===== config.mk =====
export PLATFORM = sky130hd
export DESIGN_NAME = ahb_bus_arbiter_flat
export DESIGN_NICKNAME = d
export VERILOG_FILES = /design/src/rtl/ahb_bus_arbiter_if.sv /design/src/rtl/ahb_bus_arbiter.sv /design/src/flat_wrapper.sv
export SDC_FILE = /design/constraint.sdc
export NUM_CORES = 1
export LEC_CHECK = 0
export ABC_AREA = 1
export BUFFER_PORTS_ARGS = -buffer_cell sky130_fd_sc_hd__buf_4
export CAP_MARGIN = 20
export CORE_AREA = 2 2 108 110
export CTS_CLUSTER_SIZE = 24
export DETAILED_ROUTE_END_ITERATION = 10
export DIE_AREA = 0 0 110 112
export PLACE_DENSITY = 0.81
export SLEW_MARGIN = 40
export SYNTH_ARGS = -nofsm -noshare
export SYNTH_HDL_FRONTEND = slang
export SYNTH_SLANG_ARGS = --single-unit

===== constraint.sdc =====
create_clock -name hclk -period 5.4 [get_ports hclk]
set_clock_uncertainty 0.15 [all_clocks]
set_input_delay 0.54 -clock hclk [delete_from_list [all_inputs] [get_ports hclk]]
set_output_delay 0.54 -clock hclk [all_outputs]
set_load 0.05 [all_outputs]

===== src/rtl/ahb_bus_arbiter_if.sv =====
// Bundle of the core-side request/response signals and the AHB-lite master-side
// signals that the arbiter sits between.
// slave  : arbiter view (serves the I/D requesters, drives the master port)
// master : environment view (I/D units and the AHB master)
interface ahb_bus_arbiter_if;
  logic        i_req;
  logic [31:0] i_addr;
  logic [31:0] i_rd_data;
  logic        i_ready;
  logic        d_rd_en;
  logic        d_wd_en;
  logic [31:0] d_addr;
  logic [2:0]  d_size;
  logic [31:0] d_wd_data;
  logic [31:0] d_rd_data;
  logic        d_ready;
  logic        d_err;
  logic [31:0] m_addr;
  logic [2:0]  m_size;
  logic        m_rd_en;
  logic        m_wd_en;
  logic [31:0] m_wd_data;
  logic [31:0] m_rd_data;
  logic        m_ready;
  logic [1:0]  grant;

  modport slave (
    input  i_req, i_addr, d_rd_en, d_wd_en, d_addr, d_size, d_wd_data, m_rd_data, m_ready,
    output i_rd_data, i_ready, d_rd_data, d_ready, d_err,
           m_addr, m_size, m_rd_en, m_wd_en, m_wd_data, grant
  );

  modport master (
    output i_req, i_addr, d_rd_en, d_wd_en, d_addr, d_size, d_wd_data, m_rd_data, m_ready,
    input  i_rd_data, i_ready, d_rd_data, d_ready, d_err,
           m_addr, m_size, m_rd_en, m_wd_en, m_wd_data, grant
  );
endinterface


===== src/rtl/ahb_bus_arbiter.sv =====
// Shares one AHB-lite master port between the instruction-fetch (I) and
// load/store (D) units, one transaction outstanding at a time.
// Flow: IDLE -> ADDR (1 cycle, enables high) -> DATA (wait for m_ready or timeout).
// Completion re-arbitrates in the same cycle so a waiting requester goes straight
// to ADDR with no IDLE gap; the side completing is not eligible in that cycle.
// Optional feature: define ARB_ROUND_ROBIN_EN for round-robin arbitration
// (default build: fixed priority, D over I).
module ahb_bus_arbiter #(
  parameter int TIMEOUT_CYCLES = 256,
  parameter int TO_W           = 9
) (
  input  logic              hclk,
  input  logic              hreset_n,
  ahb_bus_arbiter_if.slave  bus
);

  typedef enum logic [1:0] {
    S_IDLE = 2'd0,
    S_ADDR = 2'd1,
    S_DATA = 2'd2
  } state_t;

  localparam int unsigned TO_LAST = (TIMEOUT_CYCLES == 0) ? 0 : TIMEOUT_CYCLES - 1;

  state_t          r_state;
  state_t          w_state_nxt;
  logic [TO_W-1:0] r_cnt;

  logic w_own_i;
  logic w_own_d;
  logic w_to_hit;
  logic w_done;
  logic w_to;
  logic w_arb;
  logic w_i_elig;
  logic w_d_elig;
  logic w_start;
  logic w_win_d;

`ifdef ARB_ROUND_ROBIN_EN
  // 1 = D owned the bus last, 0 = I (reset value)
  logic r_last_d;
`endif

  // Arbitration: who may be granted this cycle, and who wins
  always_comb begin
    w_own_i  = (bus.grant == 2'b01);
    w_own_d  = (bus.grant == 2'b10);
    w_to_hit = (TIMEOUT_CYCLES != 0) && (r_cnt == TO_W'(TO_LAST));
    w_done   = (r_state == S_DATA) && bus.m_ready;
    // m_ready wins over a coincident timeout
    w_to     = (r_state == S_DATA) && !bus.m_ready && w_to_hit;
    w_arb    = (r_state == S_IDLE) || w_done;
    w_i_elig = w_arb && bus.i_req && !(w_done && w_own_i);
    w_d_elig = w_arb && (bus.d_rd_en || bus.d_wd_en) && !(w_done && w_own_d);
    w_start  = w_i_elig || w_d_elig;
`ifdef ARB_ROUND_ROBIN_EN
    w_win_d  = w_d_elig && (!w_i_elig || !r_last_d);
`else
    w_win_d  = w_d_elig;
`endif
  end

  // State register
  always_ff @(posedge hclk or negedge hreset_n) begin
    if (!hreset_n) r_state <= S_IDLE;
    else           r_state <= w_state_nxt;
  end

  // Next-state logic
  always_comb begin
    w_state_nxt = r_state;
    case (r_state)
      S_IDLE:  if (w_start) w_state_nxt = S_ADDR;
      S_ADDR:  w_state_nxt = S_DATA;
      S_DATA: begin
        if (w_done)    w_state_nxt = w_start ? S_ADDR : S_IDLE;
        else if (w_to) w_state_nxt = S_IDLE;
      end
      default: w_state_nxt = S_IDLE;
    endcase
  end

  // Completion routing back to the granted requester
  always_comb begin
    bus.i_ready   = (w_done || w_to) && w_own_i;
    bus.d_ready   = (w_done || w_to) && w_own_d;
    bus.d_err     = w_to;
    bus.i_rd_data = (w_done && w_own_i) ? bus.m_rd_data : '0;
    bus.d_rd_data = (w_done && w_own_d) ? bus.m_rd_data : '0;
  end

  // Registered master-port outputs and grant
  always_ff @(posedge hclk or negedge hreset_n) begin
    if (!hreset_n) begin
      bus.m_addr    <= '0;
      bus.m_size    <= '0;
      bus.m_wd_data <= '0;
      bus.m_rd_en   <= 1'b0;
      bus.m_wd_en   <= 1'b0;
      bus.grant     <= '0;
    end else if (w_start) begin
      if (w_win_d) begin
        bus.m_addr    <= bus.d_addr;
        bus.m_size    <= bus.d_size;
        bus.m_wd_data <= bus.d_wd_data;
        bus.m_rd_en   <= bus.d_rd_en;
        bus.m_wd_en   <= bus.d_wd_en;
        bus.grant     <= 2'b10;
      end else begin
        bus.m_addr    <= bus.i_addr;
        bus.m_size    <= 3'd4;
        bus.m_wd_data <= '0;
        bus.m_rd_en   <= 1'b1;
        bus.m_wd_en   <= 1'b0;
        bus.grant     <= 2'b01;
      end
    end else if (r_state == S_ADDR) begin
      bus.m_rd_en <= 1'b0;
      bus.m_wd_en <= 1'b0;
    end else if (w_done || w_to) begin
      bus.grant <= '0;
    end
  end

  // DATA-phase timeout counter, cleared while leaving ADDR
  always_ff @(posedge hclk or negedge hreset_n) begin
    if (!hreset_n)                              r_cnt <= '0;
    else if (r_state == S_ADDR)                 r_cnt <= '0;
    else if (r_state == S_DATA && !bus.m_ready) r_cnt <= r_cnt + 1'b1;
  end

`ifdef ARB_ROUND_ROBIN_EN
  // Remember the owner of every grant
  always_ff @(posedge hclk or negedge hreset_n) begin
    if (!hreset_n)    r_last_d <= 1'b0;
    else if (w_start) r_last_d <= w_win_d;
  end
`endif

endmodule

===== src/flat_wrapper.sv =====
// flat-port wrapper written by rule: the top's interface ports become plain ports
module ahb_bus_arbiter_flat 
#(
  parameter int TIMEOUT_CYCLES = 256,
  parameter int TO_W           = 9
)
  (hclk, hreset_n, bus_i_req, bus_i_addr, bus_d_rd_en, bus_d_wd_en, bus_d_addr, bus_d_size, bus_d_wd_data, bus_m_rd_data, bus_m_ready, bus_i_rd_data, bus_i_ready, bus_d_rd_data, bus_d_ready, bus_d_err, bus_m_addr, bus_m_size, bus_m_rd_en, bus_m_wd_en, bus_m_wd_data, bus_grant);
  ahb_bus_arbiter_if bus_i ();
  input  logic hclk;
  input  logic hreset_n;
  input wire logic [$bits(bus_i.i_req)-1:0] bus_i_req;
  input wire logic [$bits(bus_i.i_addr)-1:0] bus_i_addr;
  input wire logic [$bits(bus_i.d_rd_en)-1:0] bus_d_rd_en;
  input wire logic [$bits(bus_i.d_wd_en)-1:0] bus_d_wd_en;
  input wire logic [$bits(bus_i.d_addr)-1:0] bus_d_addr;
  input wire logic [$bits(bus_i.d_size)-1:0] bus_d_size;
  input wire logic [$bits(bus_i.d_wd_data)-1:0] bus_d_wd_data;
  input wire logic [$bits(bus_i.m_rd_data)-1:0] bus_m_rd_data;
  input wire logic [$bits(bus_i.m_ready)-1:0] bus_m_ready;
  output wire logic [$bits(bus_i.i_rd_data)-1:0] bus_i_rd_data;
  output wire logic [$bits(bus_i.i_ready)-1:0] bus_i_ready;
  output wire logic [$bits(bus_i.d_rd_data)-1:0] bus_d_rd_data;
  output wire logic [$bits(bus_i.d_ready)-1:0] bus_d_ready;
  output wire logic [$bits(bus_i.d_err)-1:0] bus_d_err;
  output wire logic [$bits(bus_i.m_addr)-1:0] bus_m_addr;
  output wire logic [$bits(bus_i.m_size)-1:0] bus_m_size;
  output wire logic [$bits(bus_i.m_rd_en)-1:0] bus_m_rd_en;
  output wire logic [$bits(bus_i.m_wd_en)-1:0] bus_m_wd_en;
  output wire logic [$bits(bus_i.m_wd_data)-1:0] bus_m_wd_data;
  output wire logic [$bits(bus_i.grant)-1:0] bus_grant;
  assign bus_i.i_req = bus_i_req;
  assign bus_i.i_addr = bus_i_addr;
  assign bus_i.d_rd_en = bus_d_rd_en;
  assign bus_i.d_wd_en = bus_d_wd_en;
  assign bus_i.d_addr = bus_d_addr;
  assign bus_i.d_size = bus_d_size;
  assign bus_i.d_wd_data = bus_d_wd_data;
  assign bus_i.m_rd_data = bus_m_rd_data;
  assign bus_i.m_ready = bus_m_ready;
  assign bus_i_rd_data = bus_i.i_rd_data;
  assign bus_i_ready = bus_i.i_ready;
  assign bus_d_rd_data = bus_i.d_rd_data;
  assign bus_d_ready = bus_i.d_ready;
  assign bus_d_err = bus_i.d_err;
  assign bus_m_addr = bus_i.m_addr;
  assign bus_m_size = bus_i.m_size;
  assign bus_m_rd_en = bus_i.m_rd_en;
  assign bus_m_wd_en = bus_i.m_wd_en;
  assign bus_m_wd_data = bus_i.m_wd_data;
  assign bus_grant = bus_i.grant;
  ahb_bus_arbiter #(.TIMEOUT_CYCLES(TIMEOUT_CYCLES), .TO_W(TO_W)) u_core (.hclk(hclk), .hreset_n(hreset_n), .bus(bus_i));
endmodule

; ---- After elaboration in Yosys (flattened, before gate mapping)
; Index checks and enable logic that the tools add are counted.
[totals]
ff_bits = 82
in_bits = 137
out_inout_bits = 138
wordCells = 62
[op_classes]
n_addsub = 1
n_eq_ne = 8
n_mux = 21
reduce_logical = 24
[op_table]
columns = operator, n
row1 = $mux W32, 4
row2 = $mux W9, 2
row3 = $mux W2, 7
row4 = $logic_and A1 B1 Y1, 11
row5 = $add A9 B1 Y9 const B, 1
row6 = $eq A9 B8 Y1 const B, 1
row7 = $mux W1, 6
row8 = $pmux W2 S3, 1
row9 = $reduce_bool A2 Y1, 3
row10 = $eq A2 B1 Y1 const B, 2
row11 = $eq A2 B2 Y1 const B, 2
row12 = $logic_or A1 B1 Y1, 4
row13 = $ne A2 B1 Y1 const B, 2
row14 = $reduce_and A2 Y1, 2
row15 = $logic_not A1 Y1, 3
row16 = $mux W3, 1
row17 = $ne A3 B1 Y1 const B, 1
row18 = $logic_not A2 Y1, 1

; ---- Depth between registers and ports, before layout
[depth]
word_depth = 9
depth_mapped = 10
ltp_nobuf = 9

; ---- Least setup slack after synthesis
; No wires, ideal clock.
[synth_path]
path_kind = reg2out
start = reg u_core.r_cnt[0]
end = out bus_d_ready
t_arrival_ns = 2.357
required_ns = 4.710
slack_ns = 2.353
path_stages_with_launch = 9
n_path_buf = 0
cell_sequence = dfrtp_1 -> ha_1 -> nand3_1 -> nor2_1 -> nand3_1 -> nor2_1 -> ha_1 -> o21ai_0 -> nor3_1
[synth_between]
elab_chain_cells = 4
[synth_lines]
columns = element, line
row1 = "start, declared", ahb_bus_arbiter.sv:27  ; logic [TO_W-1:0] r_cnt;
row2 = "start signal, assigned", ahb_bus_arbiter.sv:130  ; else if (r_state == S_DATA && !bus.m_ready) r_cnt <= r_cnt + 1'b1;
row3 = $eq A9 B8 Y1, ahb_bus_arbiter.sv:49  ; w_to_hit = (TIMEOUT_CYCLES != 0) && (r_cnt == TO_W'(TO_LAST));
row4 = $logic_and A1 B1 Y1, ahb_bus_arbiter.sv:52  ; w_to = (r_state == S_DATA) && !bus.m_ready && w_to_hit;
row5 = $logic_or A1 B1 Y1, ahb_bus_arbiter.sv:87  ; bus.d_ready = (w_done || w_to) && w_own_d;
row6 = $logic_and A1 B1 Y1, ahb_bus_arbiter.sv:87
row7 = "end, declared", flat_wrapper.sv:23  ; output wire logic [$bits(bus_i.d_ready)-1:0] bus_d_ready;
; No other way between the ends.

; ---- Final worst setup path
; Ends and elaborated chain as after synthesis.

==> key figures <==
Outcome
  – Status: finished, final reports clean

CTS
  – Clk pin slew, worst setup/hold paths: 0.06 ns
  – Clk sinks: 82
  – Num CTS Buffers: 9
  – CTS tree: done
  – Clk root buf: clkbuf_16
  – Maximum clock path buffer count: 2
  – Clock latency on the worst-skew pair: 0.33 ns
  – H-Tree Depth: 3
  – Resize count post-CTS: 0
  – # Post-CTS Setup Buffers: 0
  – Quantity of hold-fixing buffers added after cts: 0

Synth
  – Cell type with the largest total area after synthesis: dfrtp_1
  – Yosys warns: 0
  – Mapped Cells: 539
  – Share of the synthesized area in the top cell type: 0.5017
  – Compound-Gate Fraction of Synth Area: 0.01744
  – Post-Synth Simple-Gate Area: 0.3815
  – Synth Register Bits: 82
  – Adder-cell share of the synthesized area: 0.006118
  – Library cells used by synthesis: 23
  – Area contributors post-synth: dfrtp_1, nand3_1, nand2_1, nor2_1, inv_1
  – Seq/Total Area, Yosys: 0.5017
  – Post-Synth XOR/XNOR Area: 0.002141
  – Syn_area_per_cell: roughly 7.6 um^2
  – Syn Nets: 678
  – Largest family of logic cells by synthesized area: simple AND/OR/NAND/NOR gates
  – Multiplexer share of the synthesized area: 0
  – Area of the mapped netlist: 0.004090 mm^2

Finish
  – Area delta synth->final: 58.61%
  – # nets final: approximately 930
  – Layout cell share with drive strength beyond 1: 0.3805
  – Most frequent cells in the layout: buf_4, nand3_1, nand2_1
  – Commonest non-fill, non-tap cell in the layout: buf_4
  – Final Non-Filler Cells: 942
  – Diode count: 0

Timing
  – Setup TNS: 0 ns
  – Setup-failing EPs final: 0
  – Rel. slew slack: 0.4953
  – Slew Limit Fails: 0
  – Final worst-path cycle share: 0.5502
  – Worst slew pin tran: 0.7544 ns
  – RSZ-0062 raised after global routing: no
  – Achievable clock frequency: 336.6 MHz
  – Tmin final: between 2 and 3 ns
  – Fin. Hold Viols: 0

Die
  – DIE WIDTH: 110 um
  – DIE AREA: 0.01232 mm^2
  – Die Span Y: 112 um
  – Area of the core: 0.01117 mm^2
  – I/O pin count: 275
  – Starting Density: 0.3660
  – Row Count: 39

Critical path
  – CP max FO: 5
  – WP data arrival: roughly 2.3 ns
  – R2R Setup Slk: roughly 2.7 ns
  – Setup crit end kind: output port
  – Crit path to: bus_d_ready
  – Critical path required time: 4.71 ns
  – Kind of critical path: register to output port
  – Crit path from: u_core.r_cnt[0]$_DFFE_PN0P_
  – Startpoint types: register
  – Worst R2R End: u_core.bus.m_addr[9]$_DFFE_PN0P_
  – Reg2reg path depth: 6
  – Critical R2R Launch: u_core.r_state[0]$_DFFE_PN0P_

Route
  – Initial drt markers: 281
  – Routed WL: 13.60 mm
  – Drt pass-1 iters: 5
  – Avg WL per Cell: between 10 and 15 um
  – Vias per cell: around 4.9
  – DRC: 0
  – Vias: 4616
  – Routed Antenna Nets: 0

Pwr
  – VDD IR max: 0.3727 mV
  – Leak Pwr: ~0.0037 uW
  – Total power draw: 3945 uW
  – Cell Pwr Density: 608.2 mW/mm^2

Placement
  – Port Buffers: 274
  – Post-DP HPWL: 9.933 mm
  – Routability Congestion: between 0.8 and 0.9
  – Post-placement cell count: around 930

GRT
  – First-pass GRT wire length: 20.82 mm
  – Pin count of the biggest net entering global routing: 107
  – Vias in the first global route: 4419
  – GRT Util Overall: 0.2140
  – GR Overflow Total: 0
  – Initial antenna violation count: 1

Job
  – Maxcap violations: 0

Min path
  – Hold WC Path Type: primary input to async pin
==> where the power goes <==
group / leakage [uW] / switching, uW / internal [uW] / total [uW]
clock network: 0.000159 / 236 / 395 / 631
registers: 0.00103 / 171 / 879 / 1050
logic: 0.00247 / 1630 / 637 / 2260
total: 0.00366 / 2030 / 1910 / 3950
==> worst max-delay path, cell delays in order, from the launching register on <==
cell,delay [ns]
dfrtp_1,0.40
ha_1,0.21
nand3_1,0.10
nor2_1,0.18
nand3_1,0.13
nor2_1,0.11
ha_1,0.21
o21ai_0,0.18
nor3_1,0.20
buf_4,0.24
==> through the flow <==
| stage | instance area (um^2) | worst slack [ns] | util | hold WS (ns) |
|---|---|---|---|---|
| 6_report | 6487 | 2.429 | 0.5806 | 0.08690 |
| 5_1_grt | 6487 | 2.293 | 0.5806 | 0.1486 |
| 4_1_cts | 6485 | 2.447 | 0.5803 | 0.1304 |
| 3_5_place_dp | 6170 | 2.521 | 0.5521 | 0.3426 |
| 3_3_place_gp | 6160 | 2.169 | 0.5512 | 0.3347 |
| 2_1_floorplan | 4090 | 2.353 | - | 0.09441 |
==> routing by layer <==
layer / global-route usage / wire length, um / up-vias
met5: 0 / 13 / -
met2: 0.3808 / 7097 / 215
met3: 0.04450 / 1196 / 20
met4: 0.07595 / 225 / 2
li1: - / - / 2227
met1: 0.2502 / 5064 / 2152
==> cells in the mapped netlist, drive strengths merged <==
cell type and instances:
nand2 130, inv 47, nor3 1, a21oi 2
xnor2 1, o21ai 8, o22ai 2, clkbuf 3
a22o 1, dfrtp 82, buf 31, ha 2
nand4 5, nor2 85, nand3 138, and3 1
==> worst min path at each step <==
| stage | depth (start not counted) | to | startpoint |
|---|---|---|---|
| after floorplan | 0 | u_core.bus.grant[0]$_DFFE_PN0P_ | hreset_n |
| after global placement | 2 | u_core.bus.m_size[2]$_DFFE_PN0P_ | u_core.bus.m_size[2]$_DFFE_PN0P_ |
| after detailed placement | 2 | u_core.bus.m_size[2]$_DFFE_PN0P_ | u_core.bus.m_size[2]$_DFFE_PN0P_ |
| after CTS | 1 | u_core.bus.m_addr[0]$_DFFE_PN0P_ | hreset_n |
| after global routing | 1 | u_core.bus.m_addr[23]$_DFFE_PN0P_ | hreset_n |
| final | 1 | u_core.bus.m_addr[23]$_DFFE_PN0P_ | hreset_n |
==> sequential cells by signal (all words and copies together), names as in the netlist <==
register	cells
u_core.bus.m_size	3
u_core.r_cnt	9
u_core.bus.m_rd_en	1
u_core.r_state	2
u_core.bus.grant	2
u_core.bus.m_wd_data	32
u_core.bus.m_wd_en	1
u_core.bus.m_addr	32
==> final cells by class <==
class / instances / area, um^2
well taps: 143 / 178.9
fillers: 1011 / 4687
inverters: 47 / 176.4
multi-input cells: 376 / 1668
flip-flops and latches: 82 / 2052
clock buffers: 12 / 266.5
repair buffers: 278 / 2097
clock inverters: 4 / 48.80
==> cells by family (layout without fill, tap and decap cells) <==
group                    count (synthesis)  count (layout)
AO/OA/AOI/OAI                           13              13
XOR/XNOR                                 1               1
adder cells (fa/ha/maj)                  2               2
buffers and inverters                   81             341
flip-flops                              82              82
AND/OR/NAND/NOR                        360             360
(Power assumes the default switching activity.)
